$ cat src/rtl/nn_layer_scheduler_if.sv
// Control bundle between a layer scheduler and its MAC/activation/output datapath.
interface nn_layer_scheduler_if #(
  parameter int unsigned IDX_W = 8
);
  logic             start_signal;
  logic             ready_signal;
  logic [IDX_W-1:0] in_index;
  logic [IDX_W-1:0] neuron_index;
  logic             mac_clear;
  logic             mac_en;
  logic             bias_en;
  logic             act_en;
  logic             out_wr;
  logic             done_signal;

  modport master (
    input  start_signal,
    output ready_signal, in_index, neuron_index,
    output mac_clear, mac_en, bias_en, act_en, out_wr, done_signal
  );

  modport slave (
    output start_signal,
    input  ready_signal, in_index, neuron_index,
    input  mac_clear, mac_en, bias_en, act_en, out_wr, done_signal
  );
endinterface

$ cat src/rtl/nn_layer_scheduler.sv
// Sequences one fully-connected layer: clear, INPUT_COUNT MACs, activation, write per neuron.
// Optional bias stage between MAC and activation is enabled with `define NN_BIAS_STAGE_EN.
module nn_layer_scheduler #(
  parameter int unsigned INPUT_COUNT  = 8,
  parameter int unsigned NEURON_COUNT = 4,
  parameter int unsigned IDX_W        = 8
) (
  input  logic                  clk,
  input  logic                  rst_n,
  nn_layer_scheduler_if.master  bus
);

  // One extra bit so a full 2^IDX_W count never wraps.
  localparam int unsigned CNT_W = IDX_W + 1;
  localparam logic [CNT_W-1:0] IN_LAST  = CNT_W'(INPUT_COUNT - 1);
  localparam logic [CNT_W-1:0] NRN_LAST = CNT_W'(NEURON_COUNT - 1);

  typedef enum logic [2:0] {
    S_IDLE, S_CLEAR, S_MAC, S_BIAS, S_ACT, S_WRITE, S_DONE
  } state_t;

  state_t           state;
  logic [CNT_W-1:0] in_cnt;
  logic [CNT_W-1:0] nrn_cnt;

  always_ff @(posedge clk) begin
    if (!rst_n) begin
      state   <= S_IDLE;
      in_cnt  <= '0;
      nrn_cnt <= '0;
    end else begin
      case (state)
        S_IDLE: begin
          if (bus.start_signal) begin
            state   <= S_CLEAR;
            nrn_cnt <= '0;
            in_cnt  <= '0;
          end
        end
        S_CLEAR: begin
          in_cnt <= '0;
          state  <= S_MAC;
        end
        S_MAC: begin
          if (in_cnt == IN_LAST) begin
`ifdef NN_BIAS_STAGE_EN
            state <= S_BIAS;
`else
            state <= S_ACT;
`endif
          end else begin
            in_cnt <= in_cnt + CNT_W'(1);
          end
        end
        S_BIAS:  state <= S_ACT;
        S_ACT:   state <= S_WRITE;
        S_WRITE: begin
          if (nrn_cnt == NRN_LAST) begin
            state <= S_DONE;
          end else begin
            nrn_cnt <= nrn_cnt + CNT_W'(1);
            state   <= S_CLEAR;
          end
        end
        S_DONE:  state <= S_IDLE;
        default: state <= S_IDLE;
      endcase
    end
  end

  // Outputs decode directly from state and counters; indices read 0 outside their window.
  assign bus.ready_signal = (state == S_IDLE);
  assign bus.mac_clear    = (state == S_CLEAR);
  assign bus.mac_en       = (state == S_MAC);
  assign bus.act_en       = (state == S_ACT);
  assign bus.out_wr       = (state == S_WRITE);
  assign bus.done_signal  = (state == S_DONE);
  assign bus.in_index     = (state == S_MAC) ? in_cnt[IDX_W-1:0] : '0;
  assign bus.neuron_index = (state != S_IDLE && state != S_DONE) ? nrn_cnt[IDX_W-1:0] : '0;

`ifdef NN_BIAS_STAGE_EN
  assign bus.bias_en = (state == S_BIAS);
`else
  assign bus.bias_en = 1'b0;
`endif

endmodule

$ cat src/flat_wrapper.sv
// flat-port wrapper written by rule: the top's interface ports become plain ports
module nn_layer_scheduler_flat 
#(
  parameter int unsigned INPUT_COUNT  = 8,
  parameter int unsigned NEURON_COUNT = 4,
  parameter int unsigned IDX_W        = 8
)
  (clk, rst_n, bus_start_signal, bus_ready_signal, bus_in_index, bus_neuron_index, bus_mac_clear, bus_mac_en, bus_bias_en, bus_act_en, bus_out_wr, bus_done_signal);
  nn_layer_scheduler_if #(.IDX_W(IDX_W)) bus_i ();
  input  logic clk;
  input  logic rst_n;
  input wire logic [$bits(bus_i.start_signal)-1:0] bus_start_signal;
  output wire logic [$bits(bus_i.ready_signal)-1:0] bus_ready_signal;
  output wire logic [$bits(bus_i.in_index)-1:0] bus_in_index;
  output wire logic [$bits(bus_i.neuron_index)-1:0] bus_neuron_index;
  output wire logic [$bits(bus_i.mac_clear)-1:0] bus_mac_clear;
  output wire logic [$bits(bus_i.mac_en)-1:0] bus_mac_en;
  output wire logic [$bits(bus_i.bias_en)-1:0] bus_bias_en;
  output wire logic [$bits(bus_i.act_en)-1:0] bus_act_en;
  output wire logic [$bits(bus_i.out_wr)-1:0] bus_out_wr;
  output wire logic [$bits(bus_i.done_signal)-1:0] bus_done_signal;
  assign bus_i.start_signal = bus_start_signal;
  assign bus_ready_signal = bus_i.ready_signal;
  assign bus_in_index = bus_i.in_index;
  assign bus_neuron_index = bus_i.neuron_index;
  assign bus_mac_clear = bus_i.mac_clear;
  assign bus_mac_en = bus_i.mac_en;
  assign bus_bias_en = bus_i.bias_en;
  assign bus_act_en = bus_i.act_en;
  assign bus_out_wr = bus_i.out_wr;
  assign bus_done_signal = bus_i.done_signal;
  nn_layer_scheduler #(.INPUT_COUNT(INPUT_COUNT), .NEURON_COUNT(NEURON_COUNT), .IDX_W(IDX_W)) u_core (.clk(clk), .rst_n(rst_n), .bus(bus_i));
endmodule
$ cat config.mk
export PLATFORM = sky130hd
export DESIGN_NAME = nn_layer_scheduler_flat
export DESIGN_NICKNAME = d
export VERILOG_FILES = /design/src/rtl/nn_layer_scheduler_if.sv /design/src/rtl/nn_layer_scheduler.sv /design/src/flat_wrapper.sv
export SDC_FILE = /design/constraint.sdc
export NUM_CORES = 1
export LEC_CHECK = 0
export BUFFER_PORTS_ARGS = -buffer_cell sky130_fd_sc_hd__clkbuf_2
export CAP_MARGIN = 15
export CORE_ASPECT_RATIO = 0.6
export CORE_MARGIN = 1.5
export CORE_UTILIZATION = 45
export CTS_CLUSTER_SIZE = 28
export DETAILED_ROUTE_END_ITERATION = 8
export GPL_TIMING_DRIVEN = 0
export HOLD_SLACK_MARGIN = 0.15
export PLACE_DENSITY = 0.75
export SETUP_SLACK_MARGIN = 0.5
export SYNTH_ARGS = -nofsm -noshare
export SYNTH_HDL_FRONTEND = slang
export SYNTH_SLANG_ARGS = --single-unit
export TNS_END_PERCENT = 100
$ cat constraint.sdc
create_clock -name clk -period 2.4 [get_ports clk]
set_input_delay 0 -clock clk [delete_from_list [all_inputs] [get_ports clk]]
set_output_delay 0 -clock clk [all_outputs]
set_load 0.1 [all_outputs]
==> results.txt <==
Derived from the worst setup path, the maximum achievable clock frequency is 537 MHz. The run finished with clean final reports. The floorplan step set the die width to 73.0 um. The detailed router finished its first iteration with 96 violations.

From synthesis to final layout, the design area changed by 25.2%. Element type at the critical path end: a flop. The most frequent cell after synthesis was dfxtp_1.

Fill cells in the final layout number 261. The logs give 0 for the number of diodes and 62.2% for the headroom to the max-slew limit. The overflow left after global routing is 0, and the share of the synthesized area in the top cell type is 31.8%. The clock passes through at most 2 buffers.

The tools report the sum of negative setup slack as 0 ps. STA puts the critical path data arrival time at 2020 ps. The sequential share of the synthesized area is 31.8%, and the final number of max-transition violations is 0. The core region is 0.00265 mm^2. Dividing the final minimum period by the clock period gives 77.6%. For this design the static power due to leakage is 0.608 nW.

For this design the ratio of total power to cell area is 889 mW/mm^2. The run gives 260 ps as the source-to-sink clock delay at the later pin of the worst-skew pair. The signal on the critical path passes through or4_4 -> o41ai_4 -> buf_2 -> a2111o_1 -> nand2_1. Yosys attributes the largest share of cell area to dfxtp_1, nand3_1, a21oi_1, nor2b_1, o21ai_0. The maximum level of the CTS H-tree came out at 1.

The die span in y was 45.0 um. The number of antenna-violating nets in the routed design was 0; the ratio of cells with drive above 1 in the final layout was 33.2%. The register cell area after layout was 423 um^2; the number of distinct library cells after synthesis was 44. The standard cell with the maximum stage delay on the critical path is or4_4. Counting the buffers created by CTS gives 3. The count of flip-flops with a built-in enable after synthesis came out at 0. Dividing the detail-routed wire length by the instance count gives 14.7 um.

The floorplan has 14 rows. The highest net fanout along the worst path was 5; the via count of the first global-routing pass was 1110. The largest net degree at the start of global routing was 13; the placed instance area was 0.00154 mm^2. The congestion estimate from routability-driven global placement came to 0.926. The global-route usage over all layers was 22.2%.

For this run, the share of the core covered by cells in the final layout is 62.7%. The first-pass GRT wire length was 5490 um; the number of cells on the worst hold path was 4. For this run, asynchronously set or reset flops after synthesis account for 0%. After synthesis, the mean cell area works out to 7.79 um^2.

The largest single stage delay on the critical path is 560 ps. For this design the top-level I/O count stands at 26. The worst hold slack is 176 ps, and the initial antenna violation count is 0. The maximum resistive drop on vdd came out at 0.000941 V. Max-cap violations in this run came to 0. The number of nets in the synthesized netlist is 175. The die covers 0.00329 mm^2. TritonCTS built the clock tree. The commonest cells after synthesis are dfxtp_1, nand2_1, nand3_1.

The dominant register cell in the synthesized netlist was dfxtp_1. At the end of the flow, the number of nets in the layout was 208. For the worst flop-to-flop path, the logic depth is 5. Counting I/O delays and the setup requirement, the final critical path takes 1860 ps. Detailed placement finished with a half-perimeter wire length of 2640 um.

The run gives 0 as the number of synthesis warnings. In the routed layout, each cell is associated on average with a via count of 5.84. Setup violations remaining at the end of the flow were counted as 0. At the pin with the least slew margin, the transition time is 561 ps. The cell count after synthesis came out at 170. The combined area of all synthesized cells came out at 0.00132 mm^2. The finished cells cover 0.00166 mm^2.

After detailed routing, the number of remaining DRC violations is 0. Across the routed clock network, the largest skew measured is 4.02 ps. For this block, the via count after detailed routing is 1413. The tools report the root buffer cell as clkbuf_8. The setup path with the least slack is of type reg -> reg. The quantity of I/O buffers inserted on ports came out at 24. The effective utilization at floorplan was 50.0%. STA puts the critical path data required time at 2560 ps. The total count of hold-check failures in the final report was 0; the number of flip-flops and latches in the synthesized netlist was 21. For this run, the detailed router's first-pass iteration total came to 4. The worst setup path is launched from a flop. After clock tree synthesis, the clock-pin slew on the worst setup and hold paths is 80 ps. Counting every sink on the clock net gives 21.

Summed over all instances, the cell type with the most area after synthesis is dfxtp_1. In the final layout, the multi-input gates occupy 893 um^2. In this run the worst hold path is classified as in -> reg. Setup repair after global routing left no endpoint under its margin. Wires add up to 3560 um.
[flip-flops by register name, indices dropped and copies added, names as in the netlist]
| register | cells |
|---|---|
| u_core.state | 3 |
| u_core.nrn_cnt | 9 |
| u_core.in_cnt | 9 |
[power by group]
| part | internal [mW] | switching (mW) | total [mW] |
|---|---|---|---|
| logic | 0.212 | 0.618 | 0.829 |
| registers | 0.375 | 0.0297 | 0.405 |
| clock network | 0.116 | 0.123 | 0.239 |
| total | 0.703 | 0.770 | 1.47 |
[timing repair]
| item | 4_1_cts | 5_1_grt |
|---|---|---|
| gates resized for setup | 4 | 10 |
| pin swaps | 2 | 4 |
| setup endpoints to repair | 16 | 20 |
| setup buffers | 1 | 1 |
| gates cloned | 0 | 1 |
| hold buffers | 1 | 0 |
| hold endpoints to repair | 1 | 0 |
[placed cells by master, fill, tap and decap left out, drive strengths merged, types with 2 or more instances in the layout]
master and count:
a2111o 3, a21oi 12, a311oi 3, a31oi 4, and2 8, buf 11, clkbuf 30, dfxtp 21
ha 2, inv 5, nand2 15, nand2b 3, nand3 13, nand4 5, nor2 12, nor2b 9
nor3 4, nor3b 2, o2111ai 3, o211ai 3, o21ai 12, or2 2, or3 2, or4 3
[metal layers]
layer / track usage, % / vias to the layer above / wire (um)
met5: 0 / - / 0
met4: 4.53 / 0 / 19
met3: 6.25 / 2 / 279
met2: 30.5 / 62 / 1460
met1: 34.2 / 664 / 1800
li1: - / 685 / -
[cell families (layout without fill, tap and decap cells)]
group | Yosys count | count (layout) | share of synthesized area (%)
xor gates and xnor gates | 1 | 1 | 0.662
buffers and inverters | 17 | 49 | 6.33
DFF | 21 | 21 | 31.8
other | 1 | 1 | 0.283
adders and majority gates | 2 | 2 | 1.89
AOI/OAI and AO/OA | 45 | 45 | 24.0
and+or+nand+nor | 82 | 82 | 34.3
muxes | 1 | 1 | 0.756
[per-stage QoR]
step,std cells,total power [mW],setup WS (ps)
detailed placement,234,1.19,394
floorplan,170,1.04,330
CTS,240,1.45,502
global route,242,1.55,490
finish,242,1.47,537
global placement,234,1.16,411
[layout make-up]
cell class                      instances  share of cell area, %
Multi-Input combinational cell        132                   53.9
Sequential cell                        21                   25.5
Timing Repair Buffer                   28                   9.06
Buffer                                 11                   4.15
Tap cell                               40                   3.02
Clock buffer                            3                   2.49
Inverter                                6                   1.58
Clock inverter                          1                  0.302
[worst max-delay path: cells and delay by family, from the launching register on]
kind	cells	cell delay, ps
and+or+nand+nor	2	610
AOI/OAI and AO/OA	2	530
DFF	1	370
buffers and inverters	1	250
[worst paths after layout]
path	from	end	slack, ps
worst max-delay path	u_core.in_cnt[4]	u_core.in_cnt[6]	540
worst min-delay path	bus_start_signal	u_core.nrn_cnt[0]	180
worst max register to register	u_core.in_cnt[4]	u_core.in_cnt[6]	540
worst min register to register	u_core.nrn_cnt[8]	u_core.nrn_cnt[8]	490
(Power assumes the default switching activity.)
